===== config.mk =====
export PLATFORM = sky130hd
export DESIGN_NAME = uart_io_16_flat
export DESIGN_NICKNAME = d
export VERILOG_FILES = /design/src/rtl/uart_io_16_if.sv /design/src/rtl/uart_io_16.sv /design/src/flat_wrapper.sv
export SDC_FILE = /design/constraint.sdc
export NUM_CORES = 1
export LEC_CHECK = 0
export ABC_AREA = 1
export CORE_MARGIN = 2
export CORE_UTILIZATION = 30
export CTS_BUF_LIST = sky130_fd_sc_hd__clkbuf_8
export DETAILED_ROUTE_END_ITERATION = 10
export SYNTH_ARGS = -nofsm -noshare
export SYNTH_HDL_FRONTEND = slang
export SYNTH_SLANG_ARGS = --single-unit

===== constraint.sdc =====
create_clock -name clk -period 3.42 [get_ports clk]
set_input_delay 0.342 -clock clk [delete_from_list [all_inputs] [get_ports clk]]
set_output_delay 0.342 -clock clk [all_outputs]
set_load 0.01 [all_outputs]

===== src/rtl/uart_io_16_if.sv =====
// uart_io_16_if: 16-bit CPU bus as seen by a memory-mapped I/O block.
//   addr : CPU address
//   din  : CPU write data
//   dout : read data returned by the peripheral (combinational from addr)
//   we   : CPU write strobe, sampled on posedge clk
// master = CPU side, slave = peripheral side.
interface uart_io_16_if;
    logic [15:0] addr;
    logic [15:0] din;
    logic [15:0] dout;
    logic        we;

    modport master (output addr, output din, output we, input dout);
    modport slave  (input addr, input din, input we, output dout);
endinterface


===== src/rtl/uart_io_16.sv =====
// uart_io_16: memory-mapped 8N1 UART for the 16-bit system bus.
// Register window BASE_ADDR..BASE_ADDR+3:
//   +0 DATA   R: {8'h00, rx_byte}   W: push din[7:0] into the 4-entry TX FIFO
//   +1 STATUS R: {11'b0, tx_drop, rx_overrun, rx_valid, tx_full, tx_idle}
//   +2 ACK    W: clear rx_valid, rx_overrun, tx_drop
//   +3 reserved
// Ports:
//   clk   : system clock
//   reset : synchronous, active-high
//   bus   : CPU bus (addr, din, dout, we), slave side
//   rx    : serial input, idle high
//   tx    : serial output, idle high
module uart_io_16 #(
    parameter logic [15:0] BASE_ADDR    = 16'h5000,
    parameter int unsigned CLKS_PER_BIT = 434
) (
    input  logic           clk,
    input  logic           reset,
    uart_io_16_if.slave    bus,
    input  logic           rx,
    output logic           tx
);
    localparam int unsigned CW = $clog2(CLKS_PER_BIT);
    localparam logic [CW-1:0] BIT_LAST  = CW'(CLKS_PER_BIT - 1);
    localparam logic [CW-1:0] HALF_LAST = CW'(CLKS_PER_BIT / 2 - 1);

    localparam logic [1:0] ST_IDLE  = 2'd0;
    localparam logic [1:0] ST_START = 2'd1;
    localparam logic [1:0] ST_DATA  = 2'd2;
    localparam logic [1:0] ST_STOP  = 2'd3;

    // ---------------- address decode ----------------
    logic [15:0] offset;
    logic        in_win, wr_data, wr_ack;

    assign offset  = bus.addr - BASE_ADDR;
    assign in_win  = (offset[15:2] == 14'd0);
    assign wr_data = bus.we && in_win && (offset[1:0] == 2'd0);
    assign wr_ack  = bus.we && in_win && (offset[1:0] == 2'd2);

    // ---------------- TX FIFO ----------------
    logic [7:0] fifo [4];
    logic [1:0] wr_ptr, rd_ptr;
    logic [2:0] count;
    logic       tx_full, fifo_empty, push, pop, tx_drop;

    logic [1:0]    tx_state;
    logic [CW-1:0] tx_cnt;
    logic [2:0]    tx_bit;
    logic [7:0]    tx_shift;
    logic          tx_idle;

    assign tx_full    = (count == 3'd4);
    assign fifo_empty = (count == 3'd0);
    // Full is judged before any pop this cycle, so a simultaneous pop never makes room.
    assign push       = wr_data && !tx_full;
    assign pop        = !fifo_empty &&
                        ((tx_state == ST_IDLE) ||
                         (tx_state == ST_STOP && tx_cnt == BIT_LAST));
    assign tx_idle    = fifo_empty && (tx_state == ST_IDLE);

    always_ff @(posedge clk) begin
        if (push) fifo[wr_ptr] <= bus.din[7:0];
    end

    always_ff @(posedge clk) begin
        if (reset) begin
            wr_ptr  <= '0;
            rd_ptr  <= '0;
            count   <= '0;
            tx_drop <= 1'b0;
        end else begin
            if (push) wr_ptr <= wr_ptr + 2'd1;
            if (pop)  rd_ptr <= rd_ptr + 2'd1;
            case ({push, pop})
                2'b10:   count <= count + 3'd1;
                2'b01:   count <= count - 3'd1;
                default: count <= count;
            endcase
            if (wr_ack)                  tx_drop <= 1'b0;
            else if (wr_data && tx_full) tx_drop <= 1'b1;
        end
    end

    // ---------------- TX FSM ----------------
    always_ff @(posedge clk) begin
        if (reset) begin
            tx_state <= ST_IDLE;
            tx       <= 1'b1;
            tx_cnt   <= '0;
            tx_bit   <= '0;
            tx_shift <= '0;
        end else begin
            case (tx_state)
                ST_IDLE: begin
                    if (pop) begin
                        tx_state <= ST_START;
                        tx_shift <= fifo[rd_ptr];
                        tx       <= 1'b0;
                        tx_cnt   <= '0;
                    end
                end
                ST_START: begin
                    if (tx_cnt == BIT_LAST) begin
                        tx_state <= ST_DATA;
                        tx       <= tx_shift[0];
                        tx_bit   <= '0;
                        tx_cnt   <= '0;
                    end else begin
                        tx_cnt <= tx_cnt + 1'b1;
                    end
                end
                ST_DATA: begin
                    if (tx_cnt == BIT_LAST) begin
                        tx_cnt <= '0;
                        if (tx_bit == 3'd7) begin
                            tx_state <= ST_STOP;
                            tx       <= 1'b1;
                        end else begin
                            tx_bit   <= tx_bit + 3'd1;
                            tx_shift <= tx_shift >> 1;
                            tx       <= tx_shift[1];
                        end
                    end else begin
                        tx_cnt <= tx_cnt + 1'b1;
                    end
                end
                default: begin // ST_STOP
                    if (tx_cnt == BIT_LAST) begin
                        tx_cnt <= '0;
                        // Chain straight into the next start bit: no idle gap.
                        if (pop) begin
                            tx_state <= ST_START;
                            tx_shift <= fifo[rd_ptr];
                            tx       <= 1'b0;
                        end else begin
                            tx_state <= ST_IDLE;
                        end
                    end else begin
                        tx_cnt <= tx_cnt + 1'b1;
                    end
                end
            endcase
        end
    end

    // ---------------- RX synchroniser + FSM ----------------
    logic          rx_meta, rx_s;
    logic [1:0]    rx_state;
    logic [CW-1:0] rx_cnt;
    logic [2:0]    rx_bit;
    logic [7:0]    rx_shift, rx_byte;
    logic          rx_valid, rx_overrun;

    always_ff @(posedge clk) begin
        if (reset) begin
            rx_meta <= 1'b1;
            rx_s    <= 1'b1;
        end else begin
            rx_meta <= rx;
            rx_s    <= rx_meta;
        end
    end

    always_ff @(posedge clk) begin
        if (reset) begin
            rx_state   <= ST_IDLE;
            rx_cnt     <= '0;
            rx_bit     <= '0;
            rx_shift   <= '0;
            rx_byte    <= '0;
            rx_valid   <= 1'b0;
            rx_overrun <= 1'b0;
        end else begin
            if (wr_ack) begin
                rx_valid   <= 1'b0;
                rx_overrun <= 1'b0;
            end
            case (rx_state)
                ST_IDLE: begin
                    if (!rx_s) begin
                        rx_state <= ST_START;
                        rx_cnt   <= '0;
                    end
                end
                ST_START: begin
                    if (rx_cnt == HALF_LAST) begin
                        rx_cnt <= '0;
                        rx_bit <= '0;
                        rx_state <= rx_s ? ST_IDLE : ST_DATA;
                    end else begin
                        rx_cnt <= rx_cnt + 1'b1;
                    end
                end
                ST_DATA: begin
                    if (rx_cnt == BIT_LAST) begin
                        rx_cnt   <= '0;
                        rx_shift <= {rx_s, rx_shift[7:1]};
                        if (rx_bit == 3'd7) rx_state <= ST_STOP;
                        else                rx_bit   <= rx_bit + 3'd1;
                    end else begin
                        rx_cnt <= rx_cnt + 1'b1;
                    end
                end
                default: begin // ST_STOP
                    if (rx_cnt == BIT_LAST) begin
                        rx_cnt   <= '0;
                        rx_state <= ST_IDLE;
                        // Completion overrides a same-cycle ACK; overrun uses pre-ACK rx_valid.
                        if (rx_s) begin
                            rx_byte    <= rx_shift;
                            rx_valid   <= 1'b1;
                            rx_overrun <= wr_ack ? rx_valid : (rx_overrun | rx_valid);
                        end
                    end else begin
                        rx_cnt <= rx_cnt + 1'b1;
                    end
                end
            endcase
        end
    end

    // ---------------- read mux ----------------
    logic [15:0] rd_word;

    always_comb begin
        rd_word = '0;
        if (in_win) begin
            case (offset[1:0])
                2'd0:    rd_word = {8'h00, rx_byte};
                2'd1:    rd_word = {11'b0, tx_drop, rx_overrun, rx_valid, tx_full, tx_idle};
                default: rd_word = '0;
            endcase
        end
    end

    assign bus.dout = rd_word;
endmodule


===== src/flat_wrapper.sv =====
// flat-port wrapper written by rule: the top's interface ports become plain ports
module uart_io_16_flat 
#(
    parameter logic [15:0] BASE_ADDR    = 16'h5000,
    parameter int unsigned CLKS_PER_BIT = 434
)
  (clk, reset, rx, tx, bus_addr, bus_din, bus_we, bus_dout);
  uart_io_16_if bus_i ();
  input  logic clk;
  input  logic reset;
  input  logic rx;
  output logic tx;
  input wire logic [$bits(bus_i.addr)-1:0] bus_addr;
  input wire logic [$bits(bus_i.din)-1:0] bus_din;
  input wire logic [$bits(bus_i.we)-1:0] bus_we;
  output wire logic [$bits(bus_i.dout)-1:0] bus_dout;
  assign bus_i.addr = bus_addr;
  assign bus_i.din = bus_din;
  assign bus_i.we = bus_we;
  assign bus_dout = bus_i.dout;
  uart_io_16 #(.BASE_ADDR(BASE_ADDR), .CLKS_PER_BIT(CLKS_PER_BIT)) u_core (.clk(clk), .reset(reset), .bus(bus_i), .rx(rx), .tx(tx));
endmodule

==> results.sh, run 1 <==
export IMPL_status="complete, no violations"
export IMPL_numClockSinks=99
export IMPL_crit_cells=7
export IMPL_wl_per_cell_um=10.7
export IMPL_path_cells="inv_1 -> ha_1 -> inv_1 -> nor2_4 -> a22oi_1 -> nor2_1 -> clkdlybuf4s50_1"
export IMPL_die_x_um=133
export IMPL_worst_pin_slew_ns=0.849
export IMPL_firstDrtPassIters=5
export IMPL_synth_area_leader_cell="dfxtp_1"
export IMPL_ys_seq_area_frac=0.461
export IMPL_synthCells=635
export IMPL_dieArea_mm2=0.0177
export IMPL_maxCapViolations=0
export IMPL_yosysMostFrequentCell="nand2_1"
export IMPL_synth_area_mm2=0.00500
export IMPL_rsz0062_at_grt="false"
export IMPL_end_kind="primary output"
export IMPL_std_cell_rows=47
export IMPL_vias=3874
export IMPL_crit_path_max_fanout=7
export IMPL_wl_mm=9.65
export IMPL_powerDensity_mw_per_mm2=534
export IMPL_synth_cell_types=47
export IMPL_die_height_um=133
export IMPL_netlist_top_cells_area="dfxtp_1 (27%), edfxtp_1 (19%), nand2_1 (10%)"
export IMPL_drive_gt1_frac=0.0900
export IMPL_cts_root_buf="clkbuf_8"
export IMPL_skew_ns=0.0149
export IMPL_avgSynthCellArea_um2=7.87
export IMPL_drt_vias_per_instance=4.31
export IMPL_slowest_stage="clkdlybuf4s50_1"
export IMPL_critical_path_arrival_ns=2.25
export IMPL_reg2reg_depth=12
export IMPL_grt_pass1_vias=3611
export IMPL_critPathLaunchType="register"
export IMPL_relSlewSlack=0.433
export IMPL_area_delta_synth_final_pct=15.7
export IMPL_whs_path_depth=1
export IMPL_hp_class="reg2reg"
export IMPL_finalSetupTns_ns=0
export IMPL_ant_nets=0
export IMPL_fmax_mhz=387
export IMPL_grt_pass1_wl_mm=16.6
export IMPL_insertion_delay_ns=0.39
export IMPL_ys_async_sr_fraction=0
export IMPL_grt_use_total=0.115
export IMPL_cts_resized=0
export IMPL_clk_path_buf_depth=2
export IMPL_leakage_nw=2.40
export IMPL_min_period_ns=2.59
export IMPL_cpPeakStageDelay_ns=0.57
export IMPL_gp_congestion=0.730
export IMPL_htreeDepth=3
export IMPL_peakVddDrop_mv=0.341
export IMPL_yosysTopAreaCellShare=0.268
export IMPL_synth_common_cells="nand2_1 (138), inv_1 (83), nor2_1 (72), dfxtp_1 (67), nand3_1 (52)"
export IMPL_dp_hpwl_mm=6.77
export IMPL_hold_ws_ns=0.417
export IMPL_finalCritPeriodShare=0.757
export IMPL_synth_warnings=0
export IMPL_worstSetupPathType="reg2out"
export IMPL_port_buffers=36
export IMPL_slew_violations=0
export IMPL_clkSlewWorstSetupHoldPaths_ns=0.11
export IMPL_yosys_most_used_dff="dfxtp_1"
export IMPL_cts_tree="yes"
export IMPL_antenna_cells=0
export IMPL_design_core_area_mm2=0.0164
export IMPL_cp_data_required_time_ns=3.08
export IMPL_grt_overflow=0
export IMPL_drt_initial_drc_count=139
export IMPL_route_detailed_drc=0
export IMPL_cts_buffers=9
export IMPL_hold_viol=0
export IMPL_synth_edf_count=32
export IMPL_ios=53
export IMPL_initial_utilization=0.305
export IMPL_ctsHoldBuffers=0
export IMPL_cp_top_family="buffers and inverters"
export IMPL_worstPathBufferInverterCount=3
export IMPL_postCtsSetupRepairBufs=0
export IMPL_final_nets=728
export IMPL_final_setup_viol_count=0
export IMPL_ys_ff_latch=99
export IMPL_path_common_cell="inv_1"
export IMPL_grt_max_degree=31
export IMPL_antenna_found_initial=0
per-layer routing:
layer	vias to the layer above	wire length [um]	GRT usage
met5	-	0	0
met4	0	115	0.0466
met3	8	307	0.0253
met1	1721	4800	0.152
met2	50	4430	0.185
li1	2095	-	-
report_power, final:
part	total [W]	internal, W	switching [W]
Clock	0.000828	0.000359	0.000468
Combinational	0.000894	0.000305	0.000589
Sequential	0.00136	0.00129	0.0000793
Total	0.00309	0.00195	0.00114
cells by family (layout without fill, tap and decap cells):
family / count (synthesis) / count (layout) / synth area share
buf+inv: 117 / 153 / 0.0991
flops: 99 / 99 / 0.461
xor+xnor: 2 / 2 / 0.00351
fa+ha+maj: 19 / 19 / 0.0491
other cells: 1 / 8 / 0.000750
compound gates: 99 / 99 / 0.110
simple gates: 298 / 298 / 0.277
worst register-to-register path: cells and delay by family, from the launching register on:
family | cells | cell delay, ns
flops | 1 | 0.39
fa+ha+maj | 3 | 0.90
compound gates | 4 | 0.51
buf+inv | 3 | 0.42
simple gates | 2 | 0.21
layout by cell type, fill, tap and decap left out, drive strengths merged, types with 2 or more instances in the layout:
cell,synthesis,final
xor2,2,2
clkbuf,7,9
clkdlybuf4s50,0,36
nand3b,2,2
conb,1,8
a211oi,2,2
nand4,3,3
nor2,78,78
a21oi,50,50
a21boi,7,7
or2,4,4
edfxtp,32,32
a22oi,2,2
inv,93,97
dfxtp,67,67
ha,18,18
nand2,149,149
clkinv,1,2
o21ai,33,33
nand3,54,54
nor3,4,4
buf,16,7
nor3b,3,3
o21a,2,2
through the flow:
step                      area, um2  power (W)  std cells  utilization  setup WS, ns
final                          5780    0.00309        898        0.353         0.833
after global routing           5780    0.00330        898        0.353         0.620
after CTS                      5780    0.00313        898        0.353         0.812
after detailed placement       5570    0.00229        882        0.339         0.543
after global placement         5570    0.00228        882        0.339         0.580
after floorplan                5020    0.00211        642            -          1.28
layout make-up:
| cell class | instances | area, um2 |
|---|---|---|
| clock inverter | 7 | 91.3 |
| fill | 1728 | 10600 |
| sequential | 99 | 2300 |
| clock buffer | 9 | 124 |
| multi-input combinational | 426 | 2230 |
| inverter | 94 | 353 |
| timing repair buffer | 43 | 413 |
| tap | 220 | 275 |
state kept, by name, indices dropped and copies added (netlist names), 2 cells and up, named ones only:
register and cells:
u_core.rx_state 2, u_core.rx_byte 8, u_core.fifo 32, u_core.tx_bit 3, u_core.wr_ptr 2, u_core.rx_cnt 9, u_core.rx_bit 3, u_core.rx_shift 8
u_core.tx_cnt 9, u_core.rd_ptr 2, u_core.count 3, u_core.tx_state 2, u_core.tx_shift 8
final timing paths:
kind	slack (ns)	to	start
hold reg to reg	0.42	u_core.rx_s	u_core.rx_meta
setup / recovery	0.83	bus_dout[0]	u_core.tx_state[0]
hold / removal	0.42	u_core.rx_s	u_core.rx_meta
setup reg to reg	0.94	u_core.count[2]	u_core.tx_state[0]
(Power assumes the default switching activity.)
==> inputs of run 2 (changes only) <==
==> constraint.sdc (replaced) <==
create_clock -name clk -period 2.63 [get_ports clk]
set_input_delay 0.263 -clock clk [delete_from_list [all_inputs] [get_ports clk]]
set_output_delay 0.263 -clock clk [all_outputs]
set_load 0.01 [all_outputs]
==> results.sh, run 2 (same netlist as run 1, synthesis figures left out) <==
export IMPL_r2r_end="u_core.count[2]"
export IMPL_maxCapViolations=0
export IMPL_grt_busiest_layer="met2"
export IMPL_crit_path_max_fanout=8
export IMPL_cts_resized=0
export IMPL_peakVddDrop_mv=0.412
export IMPL_grt_overflow=0
export IMPL_finalCritPeriodShare=0.915
export IMPL_drive_gt1_frac=0.102
export IMPL_layout_cells_most_common="nand2_1"
export IMPL_largest_reg_flops=32
export IMPL_dp_hpwl_mm=6.95
export IMPL_clkSlewWorstSetupHoldPaths_ns=0.10
export IMPL_regArea_mm2=0.00230
export IMPL_cts_buffers=9
export IMPL_top_register="u_core.fifo"
export IMPL_die_height_um=133
export IMPL_ios=53
export IMPL_numClockSinks=99
export IMPL_ant_nets=0
export IMPL_vias=3901
export IMPL_die_x_um=133
export IMPL_wl_per_cell_um=10.6
export IMPL_cts_root_buf="clkbuf_8"
export IMPL_worst_pin_slew_ns=0.525
export IMPL_drt_initial_drc_count=165
export IMPL_route_detailed_drc=0
export IMPL_final_nets=736
export IMPL_antenna_found_initial=0
export IMPL_htreeDepth=3
export IMPL_critical_path_arrival_ns=2.14
export IMPL_critPathLaunchType="input pin"
export IMPL_relSlewSlack=0.647
export IMPL_skew_ns=0.0185
export IMPL_std_cell_rows=47
export IMPL_use_met3=0.0375
export IMPL_reg_largest_list="u_core.fifo x32, u_core.rx_cnt x9, u_core.tx_cnt x9"
export IMPL_initial_utilization=0.305
export IMPL_use_met2=0.191
export IMPL_dieArea_mm2=0.0177
export IMPL_cts_tree="yes"
export IMPL_multi_input_area_mm2=0.00223
export IMPL_drt_vias_per_instance=4.31
export IMPL_powerDensity_mw_per_mm2=673
export IMPL_end_kind="primary output"
export IMPL_r2r_start="u_core.tx_state[0]"
export IMPL_slew_violations=0
export IMPL_hold_ws_ns=0.418
export IMPL_min_period_ns=2.41
export IMPL_use_met1=0.154
export IMPL_postCtsSetupRepairBufs=0
export IMPL_fmax_mhz=415
export IMPL_grt_pass1_vias=3717
export IMPL_reg2reg_depth=12
export IMPL_cp_data_required_time_ns=2.37
export IMPL_fill_cells=1709
export IMPL_grt_use_total=0.119
export IMPL_gp_congestion=0.776
export IMPL_final_setup_viol_count=0
export IMPL_design_core_area_mm2=0.0164
export IMPL_worstSetupPathType="in2out"
export IMPL_antenna_cells=0
export IMPL_firstDrtPassIters=4
export IMPL_grt_pass1_wl_mm=17.0
export IMPL_hold_end="u_core.rx_s"
export IMPL_p_total_w=0.00391
export IMPL_wl_mm=9.60
export IMPL_grt_max_degree=24
export IMPL_clk_path_buf_depth=2
export IMPL_port_buffers=36
export IMPL_hold_viol=0
export IMPL_finalSetupTns_ns=0
export IMPL_hp_class="reg2reg"
export IMPL_rsz0062_at_grt="false"
export IMPL_final_cell_mix="nand2_1 (138), inv_1 (82), nor2_1 (72)"
export IMPL_insertion_delay_ns=0.39
export IMPL_status="complete, no violations"
export IMPL_dp_slack_ns=0.0219
export IMPL_setup_ws_ns=0.223
export IMPL_r2r_setup_slack_ns=0.27
export IMPL_whs_path_depth=1
export IMPL_ctsHoldBuffers=0
export IMPL_hp_start="u_core.rx_meta"
export IMPL_area_delta_synth_final_pct=16.5
export IMPL_leakage_nw=2.42
-- run 2: per-layer routing --
layer,vias up,routed length [um]
met2,36,4340
met3,8,331
met1,1733,4810
li1,2124,-
met4,0,123
met5,-,0
-- run 2: worst max path at each step --
| stage | from | to | slack [ns] | cells past startpoint |
|---|---|---|---|---|
| 3_5_place_dp | bus_addr[14] | u_core.count[2] | 0.02 | 14 |
| 6_report | bus_addr[14] | bus_dout[2] | 0.22 | 9 |
| 4_1_cts | u_core.tx_state[0] | bus_dout[0] | 0.1 | 7 |
| 3_3_place_gp | bus_addr[14] | u_core.count[2] | 0.10 | 14 |
| 5_1_grt | bus_addr[14] | bus_dout[2] | 0.03 | 9 |
| 2_1_floorplan | u_core.tx_state[0] | u_core.count[2] | 0.49 | 11 |
-- run 2: area by class of cell --
class,count,area share
flip-flops and latches,99,0.396
well taps,220,0.0473
repair buffers,51,0.0813
clock buffers,9,0.0213
multi-input cells,426,0.382
inverters,94,0.0606
clock inverters,7,0.0116
-- run 2: through the flow --
step | instance area, um2 | util | instances
floorplan | 5020 | - | 642
global placement | 5630 | 0.343 | 890
detailed placement | 5630 | 0.343 | 890
CTS | 5820 | 0.355 | 906
global route | 5820 | 0.355 | 906
finish | 5820 | 0.355 | 906
-- run 2: critical path, stage by stage --
cell             delay [ns]
clkdlybuf4s50_1        0.47
inv_1                  0.04
nor2_1                 0.08
nand2_1                0.05
nor2_1                 0.17
buf_4                  0.15
nand2_1                0.16
a21oi_1                0.19
clkdlybuf4s50_1        0.56
-- run 2: report_power, final --
group / internal (W) / switching (W) / leakage [nW]
Combinational: 0.000414 / 0.000781 / 1.50
Clock: 0.000365 / 0.000593 / 0.0886
Sequential: 0.00167 / 0.0000908 / 0.830
Total: 0.00245 / 0.00146 / 2.42
==> inputs of run 3 (changes only) <==
--- a/config.mk
+++ b/config.mk
@@ -10,6 +10,7 @@
 export CORE_UTILIZATION = 30
 export CTS_BUF_LIST = sky130_fd_sc_hd__clkbuf_8
 export DETAILED_ROUTE_END_ITERATION = 10
+export PLACE_DENSITY_LB_ADDON = 0.08
 export SYNTH_ARGS = -nofsm -noshare
 export SYNTH_HDL_FRONTEND = slang
 export SYNTH_SLANG_ARGS = --single-unit
==> results.sh, run 3 (same netlist as run 1, synthesis figures left out) <==
export IMPL_status="complete, no violations"
export IMPL_setup_ws_ns=0.193
export IMPL_crit_path_max_fanout=7
export IMPL_worstSetupPathType="reg2out"
export IMPL_reg_largest_list="u_core.fifo x32, u_core.rx_cnt x9, u_core.tx_cnt x9"
export IMPL_dp_slack_ns=-0.0121
export IMPL_r2r_end="u_core.count[2]"
export IMPL_startpoint="u_core.tx_state[0]"
export IMPL_crit_cells=7
export IMPL_grt_overflow=0
export IMPL_final_cell_mix="nand2_1 (138), inv_1 (82), nor2_1 (72)"
export IMPL_reg2reg_depth=11
export IMPL_final_setup_viol_count=0
export IMPL_peakVddDrop_mv=0.284
export IMPL_leakage_nw=2.44
export IMPL_area_delta_synth_final_pct=17.0
export IMPL_cp_top_family="buffers and inverters"
export IMPL_cpPeakStageDelay_ns=0.56
export IMPL_critical_path_arrival_ns=2.17
export IMPL_grt_pass1_vias=3786
export IMPL_r2r_start="u_core.tx_state[0]"
export IMPL_crit_end="bus_dout[0]"
export IMPL_insertion_delay_ns=0.38
export IMPL_relSlewSlack=0.616
export IMPL_design_core_area_mm2=0.0164
export IMPL_cts_root_buf="clkbuf_8"
export IMPL_hp_class="reg2reg"
export IMPL_std_cell_rows=47
export IMPL_largest_reg_flops=32
export IMPL_path_cells="inv_1 -> ha_1 -> inv_2 -> nor2_4 -> a22oi_1 -> nor2_1 -> clkdlybuf4s50_1"
export IMPL_ant_nets=0
export IMPL_cts_tree="yes"
export IMPL_port_buffers=36
export IMPL_clkSlewWorstSetupHoldPaths_ns=0.10
export IMPL_worstPathBufferInverterCount=3
export IMPL_slowest_stage="clkdlybuf4s50_1"
export IMPL_hold_viol=0
export IMPL_grt_use_total=0.127
export IMPL_grt_pass1_wl_mm=18.1
export IMPL_placedInstanceArea_mm2=0.00563
export IMPL_dieArea_mm2=0.0177
export IMPL_firstDrtPassIters=4
export IMPL_wl_mm=10.5
export IMPL_skew_ns=0.0134
export IMPL_fmax_mhz=410
export IMPL_maxCapViolations=0
export IMPL_rsz0062_at_grt="false"
export IMPL_clk_path_buf_depth=2
export IMPL_dp_hpwl_mm=7.48
export IMPL_antenna_cells=0
export IMPL_cts_buffers=9
export IMPL_initial_utilization=0.305
export IMPL_finalCritPeriodShare=0.927
export IMPL_end_kind="primary output"
export IMPL_min_period_ns=2.44
export IMPL_critPathLaunchType="register"
export IMPL_gp_congestion=0.770
export IMPL_htreeDepth=3
export IMPL_antenna_found_initial=0
export IMPL_grt_max_degree=19
export IMPL_ios=53
export IMPL_drt_vias_per_instance=4.34
export IMPL_route_detailed_drc=0
export IMPL_r2r_setup_slack_ns=0.30
export IMPL_drive_gt1_frac=0.106
export IMPL_stdcell_area_mm2=0.00585
export IMPL_layout_cells_most_common="nand2_1"
export IMPL_top_register="u_core.fifo"
export IMPL_ctsHoldBuffers=0
export IMPL_worst_pin_slew_ns=0.576
export IMPL_die_x_um=133
export IMPL_powerDensity_mw_per_mm2=692
export IMPL_die_height_um=133
export IMPL_numClockSinks=99
export IMPL_drt_initial_drc_count=253
export IMPL_vias=3934
export IMPL_slew_violations=0
export IMPL_cp_data_required_time_ns=2.37
export IMPL_wl_per_cell_um=11.6
export IMPL_final_nets=737
-- run 3: per-stage QoR --
stage | std cells | hold slack (ns) | util | power, W | TNS [ns]
floorplan | 642 | 0.362 | - | 0.00274 | 0
global placement | 890 | 0.391 | 0.343 | 0.00303 | 0
detailed placement | 890 | 0.395 | 0.343 | 0.00305 | -0.0121
CTS | 906 | 0.419 | 0.356 | 0.00411 | 0
global route | 907 | 0.424 | 0.356 | 0.00437 | 0
finish | 907 | 0.417 | 0.356 | 0.00405 | 0
-- run 3: layout make-up --
class,instances,area (um2)
sequential,99,2300
clock buffer,9,124
clock inverter,7,83.8
tap,220,275
multi-input combinational,426,2230
timing repair buffer,52,480
fill,1723,10600
inverter,94,353
-- run 3: where the power goes --
part	internal, W	total [W]	switching (W)	leakage (nW)
sequential	0.00167	0.00177	0.0000957	0.831
clock	0.000455	0.00104	0.000587	0.102
combinational	0.000426	0.00124	0.000814	1.51
total	0.00255	0.00405	0.00150	2.44
-- run 3: worst reg2reg max path, stage by stage, from the launching register on --
cell and delay [ns]:
dfxtp_1 0.38, inv_1 0.09, ha_1 0.25, o21a_1 0.21, nand2_4 0.11, inv_1 0.11
ha_2 0.23, fa_1 0.39, a21oi_1 0.14, o21a_1 0.15, o21ai_0 0.08, a21oi_1 0.14
-- run 3: metal layers --
metal	wire, um	global-route usage	share of wire	vias to the layer above
met5	0	0	0	-
met4	131	0.0412	0.012	0
met3	379	0.0310	0.036	10
met2	4840	0.205	0.46	56
li1	-	-	-	2114
met1	5180	0.169	0.49	1754
-- run 3: how the worst min path moves through the flow --
stage               slack, ns                end  cells past startpoint      startpoint
global placement         0.39        u_core.rx_s                      1  u_core.rx_meta
finish                   0.42        u_core.rx_s                      1  u_core.rx_meta
CTS                      0.42        u_core.rx_s                      1  u_core.rx_meta
detailed placement       0.39        u_core.rx_s                      1  u_core.rx_meta
floorplan                0.36  u_core.fifo[0][0]                      0      bus_din[0]
global route             0.42        u_core.rx_s                      1  u_core.rx_meta
-- run 3: repair_timing --
item / 4_1_cts / 5_1_grt
gates resized for setup: 0 / 3
setup endpoints to repair: 0 / 2
setup buffers: 0 / 1
